File: config.mk
export PLATFORM = sky130hd
export DESIGN_NAME = spdif_tx_feeder
export DESIGN_NICKNAME = d
export VERILOG_FILES = /design/src/rtl/spdif_pkg.sv /design/src/rtl/spdif_frame_fifo.sv /design/src/rtl/spdif_tx_feeder.sv
export SDC_FILE = /design/constraint.sdc
export NUM_CORES = 1
export LEC_CHECK = 0
export ABC_AREA = 1
export BUFFER_PORTS_ARGS = -buffer_cell sky130_fd_sc_hd__buf_4
export CAP_MARGIN = 20
export CORE_ASPECT_RATIO = 1.75
export CORE_MARGIN = 5
export CORE_UTILIZATION = 58
export CTS_CLUSTER_DIAMETER = 60
export DETAILED_ROUTE_END_ITERATION = 10
export PLACE_DENSITY_LB_ADDON = 0.08
export SYNTH_ARGS = -nofsm -noshare
export SYNTH_HDL_FRONTEND = slang
export SYNTH_SLANG_ARGS = --single-unit
File: constraint.sdc
create_clock -name clk -period 10.95 [get_ports clk]
set_input_delay 1.6425 -clock clk [delete_from_list [all_inputs] [get_ports clk]]
set_output_delay 1.6425 -clock clk [all_outputs]
set_load 0.1 [all_outputs]
File: src/rtl/spdif_pkg.sv
// Shared types and constants for the S/PDIF transmit feeder.
package spdif_pkg;

  // Scheduler state: which half (if any) is being acknowledged this cycle.
  typedef enum logic [1:0] {
    ST_IDLE  = 2'd0,
    ST_ACK_L = 2'd1,
    ST_ACK_R = 2'd2
  } sched_state_t;

  // Consumer channel-status bit positions.
  localparam int CS_W        = 192;
  localparam int CS_COPY     = 2;
  localparam int CS_FS_LSB   = 24;
  localparam int CS_WLEN_LSB = 32;

  // IEC 60958 sample-rate codes.
  localparam logic [3:0] FS_48K  = 4'b0100;
  localparam logic [3:0] FS_44K1 = 4'b0000;
  localparam logic [3:0] FS_96K  = 4'b0101;

  // Assemble the channel-status block; consumer and PCM bits stay 0.
  function automatic logic [CS_W-1:0] cs_build(input logic       copy,
                                               input logic [3:0] fs,
                                               input logic [3:0] wlen);
    logic [CS_W-1:0] v;
    v                    = {CS_W{1'b0}};
    v[CS_COPY]           = copy;
    v[CS_FS_LSB +: 4]    = fs;
    v[CS_WLEN_LSB +: 4]  = wlen;
    return v;
  endfunction

endpackage

File: src/rtl/spdif_frame_fifo.sv
// Synchronous 48-bit stereo frame FIFO; pointers carry an extra wrap bit.
module spdif_frame_fifo #(
  parameter int DEPTH = 4,
  localparam int AW   = $clog2(DEPTH)
) (
  input  logic        clk,
  input  logic        rst,
  input  logic        push_i,
  input  logic [47:0] data_i,
  input  logic        pop_i,
  output logic [47:0] head_o,
  output logic        full_o,
  output logic        empty_o,
  output logic [AW:0] level_o
);

  localparam logic [AW:0] PTR_ONE = {{AW{1'b0}}, 1'b1};

  logic [47:0] r_mem [DEPTH];
  logic [AW:0] r_wptr;
  logic [AW:0] r_rptr;
  logic        w_push;
  logic        w_pop;

  assign empty_o = (r_wptr == r_rptr);
  assign full_o  = (r_wptr[AW] != r_rptr[AW]) && (r_wptr[AW-1:0] == r_rptr[AW-1:0]);
  assign level_o = r_wptr - r_rptr;
  assign head_o  = r_mem[r_rptr[AW-1:0]];
  assign w_push  = push_i & ~full_o;
  assign w_pop   = pop_i & ~empty_o;

  // Frame storage; contents are don't-care until written.
  always_ff @(posedge clk) begin
    if (w_push) begin
      r_mem[r_wptr[AW-1:0]] <= data_i;
    end
  end

  // Read/write pointer advance.
  always_ff @(posedge clk or posedge rst) begin
    if (rst) begin
      r_wptr <= {(AW+1){1'b0}};
      r_rptr <= {(AW+1){1'b0}};
    end else begin
      if (w_push) r_wptr <= r_wptr + PTR_ONE;
      if (w_pop)  r_rptr <= r_rptr + PTR_ONE;
    end
  end

endmodule

File: src/rtl/spdif_tx_feeder.sv
// Frame buffer and per-channel pop scheduler feeding spdif_tx, plus
// the channel-status block builder.
module spdif_tx_feeder
  import spdif_pkg::*;
#(
  parameter int DEPTH  = 4,
  parameter int UCNT_W = 16
) (
  input  logic                    clk,
  input  logic                    rst,
  input  logic                    s_valid_i,
  input  logic [47:0]             s_data_i,
  output logic                    s_ready_o,
  input  logic [1:0]              pop_i,
  output logic [1:0]              ack_o,
  output logic [47:0]             data_o,
  input  logic                    mute_i,
  input  logic                    cfg_load_i,
  input  logic                    cfg_copy_i,
  input  logic [3:0]              cfg_fs_i,
  input  logic [3:0]              cfg_wlen_i,
  output logic [191:0]            cdata_o,
  output logic                    underrun_o,
  output logic [UCNT_W-1:0]       underrun_cnt_o,
  output logic [$clog2(DEPTH):0]  level_o
);

  localparam logic [UCNT_W-1:0] UCNT_ONE = {{(UCNT_W-1){1'b0}}, 1'b1};
  localparam logic [UCNT_W-1:0] UCNT_MAX = {UCNT_W{1'b1}};

  sched_state_t r_state;
  sched_state_t w_next;

  logic [1:0]        r_pop_q;
  logic              r_armed;
  logic              r_pend_l;
  logic              r_pend_r;
  logic [1:0]        r_ack;
  logic [47:0]       r_data;
  logic [23:0]       r_hold;
  logic              r_underrun;
  logic [UCNT_W-1:0] r_ucnt;
  logic [191:0]      r_cdata;

  logic        w_edge_l;
  logic        w_edge_r;
  logic        w_req_l;
  logic        w_req_r;
  logic        w_serve_l;
  logic        w_serve_r;
  logic        w_fifo_pop;
  logic        w_underrun;
  logic        w_full;
  logic        w_empty;
  logic [47:0] w_head;
  logic [23:0] w_left;
  logic [23:0] w_right;

  spdif_frame_fifo #(.DEPTH(DEPTH)) u_fifo (
    .clk     (clk),
    .rst     (rst),
    .push_i  (s_valid_i),
    .data_i  (s_data_i),
    .pop_i   (w_fifo_pop),
    .head_o  (w_head),
    .full_o  (w_full),
    .empty_o (w_empty),
    .level_o (level_o)
  );

  // r_armed is low for the first cycle after reset so a pop level that was
  // already high is absorbed into r_pop_q instead of looking like an edge.
  assign w_edge_l = r_armed & pop_i[0] & ~r_pop_q[0];
  assign w_edge_r = r_armed & pop_i[1] & ~r_pop_q[1];
  assign w_req_l  = r_pend_l | w_edge_l;
  assign w_req_r  = r_pend_r | w_edge_r;

  // Underrun (empty FIFO) substitutes a zero frame.
  assign w_left  = w_empty ? 24'd0 : w_head[47:24];
  assign w_right = w_empty ? 24'd0 : w_head[23:0];

  assign s_ready_o      = ~w_full;
  assign ack_o          = r_ack;
  assign data_o         = r_data;
  assign underrun_o     = r_underrun;
  assign underrun_cnt_o = r_ucnt;
  assign cdata_o        = r_cdata;

  // Scheduler state register.
  always_ff @(posedge clk or posedge rst) begin
    if (rst) begin
      r_state <= ST_IDLE;
    end else begin
      r_state <= w_next;
    end
  end

  // Scheduler next state; left wins when both requests are outstanding.
  always_comb begin
    w_next = ST_IDLE;
    case (r_state)
      ST_IDLE: begin
        if (w_req_l)      w_next = ST_ACK_L;
        else if (w_req_r) w_next = ST_ACK_R;
        else              w_next = ST_IDLE;
      end
      ST_ACK_L: begin
        if (w_req_r) w_next = ST_ACK_R;
        else         w_next = ST_IDLE;
      end
      ST_ACK_R: begin
        if (w_req_l) w_next = ST_ACK_L;
        else         w_next = ST_IDLE;
      end
      default: w_next = ST_IDLE;
    endcase
  end

  // Scheduler actions for the state being entered.
  always_comb begin
    w_serve_l  = (w_next == ST_ACK_L);
    w_serve_r  = (w_next == ST_ACK_R);
    w_fifo_pop = w_serve_l & ~w_empty;
    w_underrun = w_serve_l & w_empty;
  end

  // Edge capture, pending requests, acks, delivered data and underrun count.
  always_ff @(posedge clk or posedge rst) begin
    if (rst) begin
      r_pop_q    <= 2'b00;
      r_armed    <= 1'b0;
      r_pend_l   <= 1'b0;
      r_pend_r   <= 1'b0;
      r_ack      <= 2'b00;
      r_data     <= 48'd0;
      r_hold     <= 24'd0;
      r_underrun <= 1'b0;
      r_ucnt     <= {UCNT_W{1'b0}};
    end else begin
      r_pop_q    <= pop_i;
      r_armed    <= 1'b1;
      r_pend_l   <= w_req_l & ~w_serve_l;
      r_pend_r   <= w_req_r & ~w_serve_r;
      r_ack      <= {w_serve_l, w_serve_r};
      r_underrun <= w_underrun;
      if (w_serve_l) begin
        r_data[47:24] <= mute_i ? 24'd0 : w_left;
        r_hold        <= w_right;
      end else if (w_serve_r) begin
        r_data[23:0]  <= mute_i ? 24'd0 : r_hold;
      end
      if (w_underrun && (r_ucnt != UCNT_MAX)) begin
        r_ucnt <= r_ucnt + UCNT_ONE;
      end
    end
  end

  // Channel-status block, rebuilt only on a configuration load strobe.
  always_ff @(posedge clk or posedge rst) begin
    if (rst) begin
      r_cdata <= 192'd0;
    end else if (cfg_load_i) begin
      r_cdata <= cs_build(cfg_copy_i, cfg_fs_i, cfg_wlen_i);
    end
  end

endmodule

; Word-level counts from Yosys, hierarchy flattened
; Memory sizes are Yosys's and may differ from the RTL's.
; Index checks and enable logic that the tools add are counted.
[classes]
add_sub_neg = 4
eq_ne = 8
mux = 10
bitwise = 18
n_reduce_logical = 4
[op_table]
columns = operator, n
row1 = $mux 24, 4
row2 = $add 16x1->16 const B, 1
row3 = $ne 16x16->1 const B, 1
row4 = $and 1x1->1, 10
row5 = $add 3x1->3 const B, 2
row6 = $not 1->1, 6
row7 = $pmux 2 s3, 1
row8 = $eq 2x1->1 const B, 2
row9 = $eq 2x2->1 const B, 2
row10 = $mux 2, 2
row11 = $eq 3x3->1, 1
row12 = $mux 1, 3
row13 = $sub 3x3->3, 1
row14 = $eq 2x2->1, 1
row15 = $logic_and 1x1->1, 2
row16 = $logic_not 2->1, 1
row17 = $or 1x1->1, 2
row18 = $reduce_and 2->1, 1
row19 = $ne 1x1->1, 1
[word_totals]
regBits = 113
mem_bits_rw = 192
wordCells = 59
n_memories = 1
[memory_table]
columns = name, words, width, rd, rd_clocked_by_memory_dff, write_ports, line_no
row1 = u_fifo.r_mem, 4, 48, 1, 0, 1, spdif_frame_fifo.sv:19  ; logic [47:0] r_mem [DEPTH];

; Logic depth before layout (Yosys ltp)
; Gate-level depths: netlist of run 1.
[logic_depth]
word_depth = 9
mapped_depth = 11
mapped_depth_nobuf = 9

; By module
; Synthesis of run 1 repeated with hierarchy kept, for this count alone.
[hier_totals]
cells_unflattened = 1217
hier_area_um2 = 13621.8
[by_module_without_submodules]
columns = module, instances, cells_per_inst, area_each_um2, seq_area_each_um2
row1 = spdif_frame_fifo, 1, 529, 7777.5, 5915.7
row2 = spdif_tx_feeder, 1, 688, 5844.4, 2677.6

; Worst setup path after synthesis of run 1
; Ideal clock, no wire load.
[synth_timing]
kind = reg2reg
start = register u_fifo.r_rptr[1]
end = memory u_fifo.r_mem[3][0] (enable)
setup_time_ns = 0.455
arrival_time_ns = 4.308
required_time_ns = 10.495
path_slack_ns = 6.187
stages_incl_launch_ff = 7
n_path_buf = 1
period_less_slack_ns = 4.763
path_cell_list = dfrtp_1 inv_1 clkbuf_1 ha_1 nand3_1 nand2_1 nor2_1
[synth_between]
elab_chain_len = 6
[synth_rtl]
columns = element, line_no
row1 = from (decl), spdif_frame_fifo.sv:21  ; logic [AW:0] r_rptr;
row2 = from (signal assigned), spdif_frame_fifo.sv:43  ; r_rptr <= {(AW+1){1'b0}};
row3 = from (signal assigned), spdif_frame_fifo.sv:46  ; if (w_pop) r_rptr <= r_rptr + PTR_ONE;
row4 = $eq 2x2->1, spdif_frame_fifo.sv:26  ; assign full_o = (r_wptr[AW] != r_rptr[AW]) && (r_wptr[AW-1:0] == r_rptr[AW-1:0]);
row5 = $logic_and 1x1->1, spdif_frame_fifo.sv:26
row6 = $not 1->1, --
row7 = net s_ready_o, spdif_tx_feeder.sv:13  ; output logic s_ready_o,
row8 = $and 1x1->1, spdif_frame_fifo.sv:29  ; assign w_push = push_i & ~full_o;
row9 = $mux 1, spdif_frame_fifo.sv:34  ; if (w_push) begin
row10 = $mux 1 (not written as such), spdif_frame_fifo.sv:35  ; r_mem[r_wptr[AW-1:0]] <= data_i;
row11 = to (decl), spdif_frame_fifo.sv:19
; The timed path passes the listed nets, and every way through them passes these cells.

; Worst setup path in the final report of run 1
[layout_timing]
start = register u_fifo.r_rptr[1]
end = output port level_o[1]
[layout_between]
elab_chain_len = 1
[layout_rtl]
columns = element, line_no
row1 = $sub 3x3->3, spdif_frame_fifo.sv:27  ; assign level_o = r_wptr - r_rptr;
row2 = to (decl), spdif_tx_feeder.sv:25  ; output logic [$clog2(DEPTH):0] level_o
; Every way passes these cells.

==> results of run 1 <==
layer usage:
layer  global-route usage (%)  vias to the layer above  wire (um)
li1                         -                     3985          -
met4                     4.72                        0        468
met5                        0                        -          0
met3                     3.67                       32       1930
met2                     37.6                      286      14700
met1                     24.1                     3936      10400
cells by family after synthesis:
group,Yosys count,share of synthesized area (%)
DFF,305,64.2
buffers and inverters,269,13.0
other,2,0.0561
adders and majority gates,9,0.897
and+or+nand+nor,447,13.6
muxes,9,0.757
AOI/OAI and AO/OA,176,6.85
xor gates and xnor gates,10,0.654
metrics by stage:
step	area (um2)	util [%]	worst slack [ns]
after floorplan	14100	-	6.19
after global placement	14000	61.7	7.14
after detailed placement	14000	61.7	7.02
after CTS	14900	65.4	6.72
after global routing	14900	65.6	6.67
final	14900	65.6	6.76
layout make-up:
cell class / instances / area, um2
Fill cell: 1808 / 7830
Timing Repair Buffer: 155 / 1180
Inverter: 32 / 123
Clock inverter: 16 / 159
Tap cell: 300 / 375
Sequential cell: 305 / 8600
Multi-Input combinational cell: 835 / 3770
Clock buffer: 34 / 702
tightest hold or removal path: cells and delay by family, from the launching register on:
family           cells  cell delay (ns)
flip-flops           1             0.34
AND/OR/NAND/NOR      2             0.10
where the power goes:
group	total [mW]	internal (mW)	switching [mW]	leakage (nW)
registers	1.70	1.54	0.160	3.23
clock network	0.924	0.526	0.398	0.418
logic	2.03	0.372	1.66	2.93
total	4.66	2.44	2.22	6.58
synth_stat cells:
cell,n
nand2_1,327
edfxtp_1,192
buf_4,188
dfrtp_1,113
o21ai_0,94
nor2_1,67
a21oi_1,50
nand3_1,34
clkbuf_1,32
inv_1,28
o22ai_1,24
buf_2,15
mux2_2,9
ha_1,8
o21ai_1,7
xor2_1,6
nor2_4,5
inv_2,4
nand2_2,4
nand4_1,4
xnor2_1,4
conb_1,2
nand2_4,2
nand3b_1,2
buf_8,1
clkbuf_2,1
fa_1,1
nor2_2,1
nor2_8,1
o21bai_2,1
placed cells by master (no fill, tap or decap), types with 2 or more instances in the layout:
cell	netlist	final
mux2_2	9	9
clkinv_2	0	6
o22ai_1	24	24
dfrtp_1	113	111
o21ai_1	7	7
edfxtp_1	192	192
nor2_1	67	63
clkbuf_1	32	7
inv_1	28	25
nand3_1	34	33
nand2_4	2	2
xor2_1	6	6
bufinv_16	0	3
conb_1	2	184
nor2_4	5	9
clkinvlp_4	0	2
nand2_2	4	4
nand2_1	327	327
nand3b_1	2	2
ha_1	8	8
o21ai_0	94	94
clkinv_1	0	4
buf_4	188	154
nand4_1	4	4
xnor2_1	4	4
clkbuf_16	0	27
a21oi_1	50	50
inv_2	4	6
state kept, by name, indices dropped and copies added (netlist names):
name	cells
r_state	2
u_fifo.r_mem	192
cdata_o	9
r_pend_r	1
u_fifo.r_wptr	3
underrun_cnt_o	16
ack_o	2
r_pop_q	2
r_armed	1
data_o	48
r_hold	24
underrun_o	1
u_fifo.r_rptr	3
r_pend_l	1
final timing paths:
check | depth (start not counted) | slack (ns) | end | from
min reg2reg | 2 | 0.48 | r_hold[18]$_DFFE_PP0N_ | r_hold[18]$_DFFE_PP0N_
max | 4 | 6.76 | level_o[1] | u_fifo.r_rptr[1]$_DFFE_PP0P_
min in group asynchronous | 2 | 1.12 | r_armed$_DFF_PP0_ | rst
max in group asynchronous | 4 | 8.74 | data_o[17]$_DFFE_PP0P_ | rst
max reg2reg | 7 | 7.41 | u_fifo.r_mem[2][11]$_DFFE_PP_ | u_fifo.r_rptr[1]$_DFFE_PP0P_
min | 2 | 0.48 | r_hold[18]$_DFFE_PP0N_ | r_hold[18]$_DFFE_PP0N_
==> run_results.csv, run 1 <==
group,metric,value,unit
timing,setup_tns,0,ns
floorplan,num_rows,73,
setup_path,worst-path-buf-inv,3,
setup_path,crit_type,"reg2out",
placed_design,port_buffers,143,
power,peakVddDrop,518,uV
floorplan,die_y,211,um
route,drtIter0Drc,564,
job,maxCapViolations,0,
cts,clk_pin_slew,0.06,ns
floorplan,core,22700,um2
global_route,grtUsageTotal,20.1,%
route,vias,8239,
setup_path,cp_top_family,"flip-flops",
yosys,yosysTopAreaCell,"edfxtp_1",
timing,finalCriticalPeriod,4.19,ns
power,power,4.66,mW
setup_path,crit_path_start_kind,"register",
timing,period_share,38.3,%
timing,worstMarginPinSlew,0.986,ns
cells_and_area,fin_nets,1429,
setup_path,crit_fanout,27,
floorplan,die_w,125,um
cts,cts_tree,"built",
route,dr.pass1.iters,5,
yosys,ys_ff_latch,305,
setup_path,slowest_stage,"dfrtp_2",
yosys,synth_area_leaders,"edfxtp_1 (43%), dfrtp_1 (21%), buf_4 (11%)",
timing,fin_hold_ws,0.479,ns
cts,cts_setup_buffers,0,
timing,fmax,239,MHz
floorplan,start_util,58.9,%
global_route,grt_pass1_vias,8056,
yosys,synthCells,1227,
yosys,syn_avg_cell_area,10.9,um2
placed_design,dp_hpwl,17000,um
timing,maxSlewViolCount,0,
cts,clk_latency,0.55,ns
cts,numCtsBuffers,27,
setup_path,critPathMaxStageDelay,0.76,ns
timing,finalHoldViolCount,0,
setup_path,critical_path.cell_chain,"buf_4 -> fa_1 -> inv_1 -> buf_4",
timing,slew_headroom,34.2,%
cells_and_area,syn_to_final_growth,11.3,%
timing,skew,0.0227,ns
floorplan,ioPinCount,327,
cts,cts_buffer_depth,3,
power,p_leak,6.58,nW
setup_path,end_kind,"output pin",
yosys,ys.warnings.count,0,
global_route,antenna_found_initial,0,
route,viasPerCell,4.91,
global_route,grt_pass1_wl,43000,um
timing,setup_viol,0,
power,p_per_area,312,nW/um2
cells_and_area,fin_cells,1677,
cts,cts-root-buf,"clkbuf_16",
setup_path,cp.required,9.31,ns
timing,rsz0062_at_grt,"false",
cells_and_area,drive_gt1_share,16.8,%
cts,holdBufCountCts,0,
cells_and_area,n_antenna_cell,0,
route,post_drt_wl_per_cell,16.4,um
route,routed_wl,27500,um
route,remaining_drc_errors,0,
cts,post_cts_resized,0,
cts,htreeDepth,1,
floorplan,dieArea,26400,um2
yosys,synth_top_area_share,43.0,%
cts,cts_num_sinks,305,
placed_design,globalplace.congestion,0.766,
route,detail-route-antenna-nets,0,
setup_path,path_common_cell,"buf_4",
yosys,ys_seq_area_share,64.2,%
min_path,hold_path.class,"reg2reg",
placed_design,dp.cells,1626,
setup_path,worst_ep_arrival_time,2.55,ns
yosys,synth_cell_type_count,30,
global_route,grt_overflow,0,
yosys,syn-cell-area,13400,um2
global_route,grt_max_degree,78,
status,status,"finished, final reports clean",
No activity file was read; power rests on OpenSTA's default activity.
==> run 2: changes to the inputs <==
- CORE_UTILIZATION: 58 -> 49
- clock period: 10.95 -> 3.76 ns (I/O delays scaled with it)
==> run 2 against run 1 <==
- total power rose to 3.0 times the previous value
- via count up 0.15%
- non-clock buffer count up 1
- worst setup slack worse by 5.9 ns
- core utilization down 9.5 points
- clock-buffer cell count unchanged
- final area up 1.9%
- wire length up 3.8%
- clock skew down 0.010 ns
- combinational power rose to 3.0 times the previous value
- sequential cell count unchanged
- register-to-register slack worse by 6.3 ns
==> run_results.csv, run 2 (synthesized netlist as in run 1, its figures left out) <==
group,metric,value,unit
cts,cts-root-buf,"clkbuf_16",
cts,cts_setup_buffers,0,
placed_design,port_buffers,143,
route,vias,8251,
global_route,grt_max_degree,93,
cts,cts_num_sinks,305,
setup_path,worst_ep_arrival_time,2.38,ns
route,routed_wl,28600,um
route,detail-route-antenna-nets,0,
cells_and_area,n_antenna_cell,0,
cts,cts_tree,"built",
timing,slew_headroom,33.6,%
power,clkPwrFrac,21.9,%
placed_design,dp_hpwl,17800,um
timing,finalCriticalPeriod,2.94,ns
setup_path,end_kind,"output pin",
floorplan,ioPinCount,327,
setup_path,crit_path_start_kind,"register",
cells_and_area,final_cell_mix,"nand2_1 (327), edfxtp_1 (192), conb_1 (184)",
global_route,grt_pass1_wl,44800,um
cts,numCtsBuffers,27,
floorplan,start_util,49.4,%
timing,period_share,78.2,%
power,seq_power_share,34.3,%
power,comb_power_share,43.7,%
setup_path,path_common_cell,"buf_4",
cts,htreeDepth,1,
status,status,"finished, final reports clean",
setup_path,r2r_setup_slack,1.07,ns
timing,finalHoldViolCount,0,
timing,setup_tns,0,ns
route,drtIter0Drc,461,
route,dr.pass1.iters,5,
timing,skew,0.0125,ns
setup_path,crit_type,"reg2out",
floorplan,die_y,229,um
cts,holdBufCountCts,0,
global_route,grt_pass1_vias,8222,
placed_design,globalplace.congestion,0.825,
power,p_per_area,924,nW/um2
floorplan,core,27100,um2
power,p_int,7.51,mW
setup_path,critical_path.cell_chain,"buf_4 -> fa_1 -> xor2_1 -> buf_4",
power,switching_power,6.53,mW
floorplan,dieArea,30900,um2
power,p_sw_share,46.5,%
route,post_drt_wl_per_cell,16.4,um
setup_path,critPathMaxStageDelay,0.50,ns
cells_and_area,drive_gt1_share,17.3,%
cts,post_cts_resized,0,
timing,worstMarginPinSlew,0.995,ns
setup_path,crit_fanout,50,
power,peakVddDrop,966,uV
cells_and_area,fin_cells,1746,
placed_design,dp.cells,1696,
global_route,grt_overflow,0,
job,maxCapViolations,0,
timing,maxSlewViolCount,0,
cells_and_area,syn_to_final_growth,13.5,%
route,remaining_drc_errors,0,
route,viasPerCell,4.73,
setup_path,cp.required,3.20,ns
floorplan,die_w,135,um
cells_and_area,fin_nets,1430,
power,p_leak,6.67,nW
cells_and_area,largest_reg_flops,192,
cts,clk_latency,0.54,ns
timing,fmax,340,MHz
setup_path,slowest_stage,"fa_1",
global_route,antenna_found_initial,0,
cts,clk_pin_slew,0.07,ns
timing,rsz0062_at_grt,"false",
global_route,grtUsageTotal,18.1,%
floorplan,num_rows,80,
cells_and_area,mostFrequentLayoutCell,"nand2_1",
min_path,hold_path.class,"in2reg",
cts,cts_buffer_depth,3,
timing,setup_viol,0,
run 2: worst max-delay path, delay by kind of cell, from the launching register on:
family                   cells  cell delay [ns]
XOR/XNOR                     1             0.26
adder cells (fa/ha/maj)      1             0.50
buffers and inverters        2             0.66
flip-flops                   1             0.41
run 2: area by class of cell:
type / instances / area (um2)
Clock buffer: 34 / 742
Clock inverter: 15 / 255
Fill cell: 2328 / 11900
Inverter: 32 / 126
Multi-Input combinational cell: 835 / 3770
Sequential cell: 305 / 8600
Tap cell: 369 / 462
Timing Repair Buffer: 156 / 1240
run 2: path summary, 6_finish.rpt:
check,end,cells past startpoint,from
setup reg to reg,u_fifo.r_mem[3][46]$_DFFE_PP_,6,u_fifo.r_wptr[0]$_DFFE_PP0P_
max in group asynchronous,r_armed$_DFF_PP0_,3,rst
min in group asynchronous,r_hold[2]$_DFFE_PP0N_,2,rst
setup / recovery,level_o[2],4,u_fifo.r_rptr[1]$_DFFE_PP0P_
hold / removal,r_pop_q[0]$_DFF_PP0_,1,pop_i[0]
hold reg to reg,r_hold[12]$_DFFE_PP0N_,2,r_hold[12]$_DFFE_PP0N_
run 2: power by group through the flow:
stage	Sequential, mW	Combinational [mW]	Clock [mW]
final	4.82	6.14	3.08
after global routing	4.91	6.56	3.28
after CTS	4.83	6.19	3.15
after detailed placement	4.89	6.18	0
after global placement	4.88	6.13	0
after floorplan	6.73	3.07	0
run 2: metrics by stage:
stage | worst slack [ns] | hold slack (ns) | utilization (%) | area, um2 | total power, mW
finish | 0.818 | 0.146 | 56.0 | 15200 | 14.0
global route | 0.734 | 0.127 | 56.0 | 15200 | 14.7
CTS | 0.791 | 0.119 | 55.9 | 15200 | 14.2
detailed placement | 0.816 | 0.465 | 52.2 | 14200 | 11.1
global placement | 0.869 | 0.463 | 52.2 | 14200 | 11.0
floorplan | -0.269 | 0.449 | - | 14100 | 9.80
run 2: metal layers:
layer	part of all wire [%]	global-route usage, %	vias to the layer above
li1	-	-	3985
met1	38	22.0	3955
met2	53	33.0	266
met3	6.3	2.86	45
met4	2.2	5.45	0
met5	0	0	-
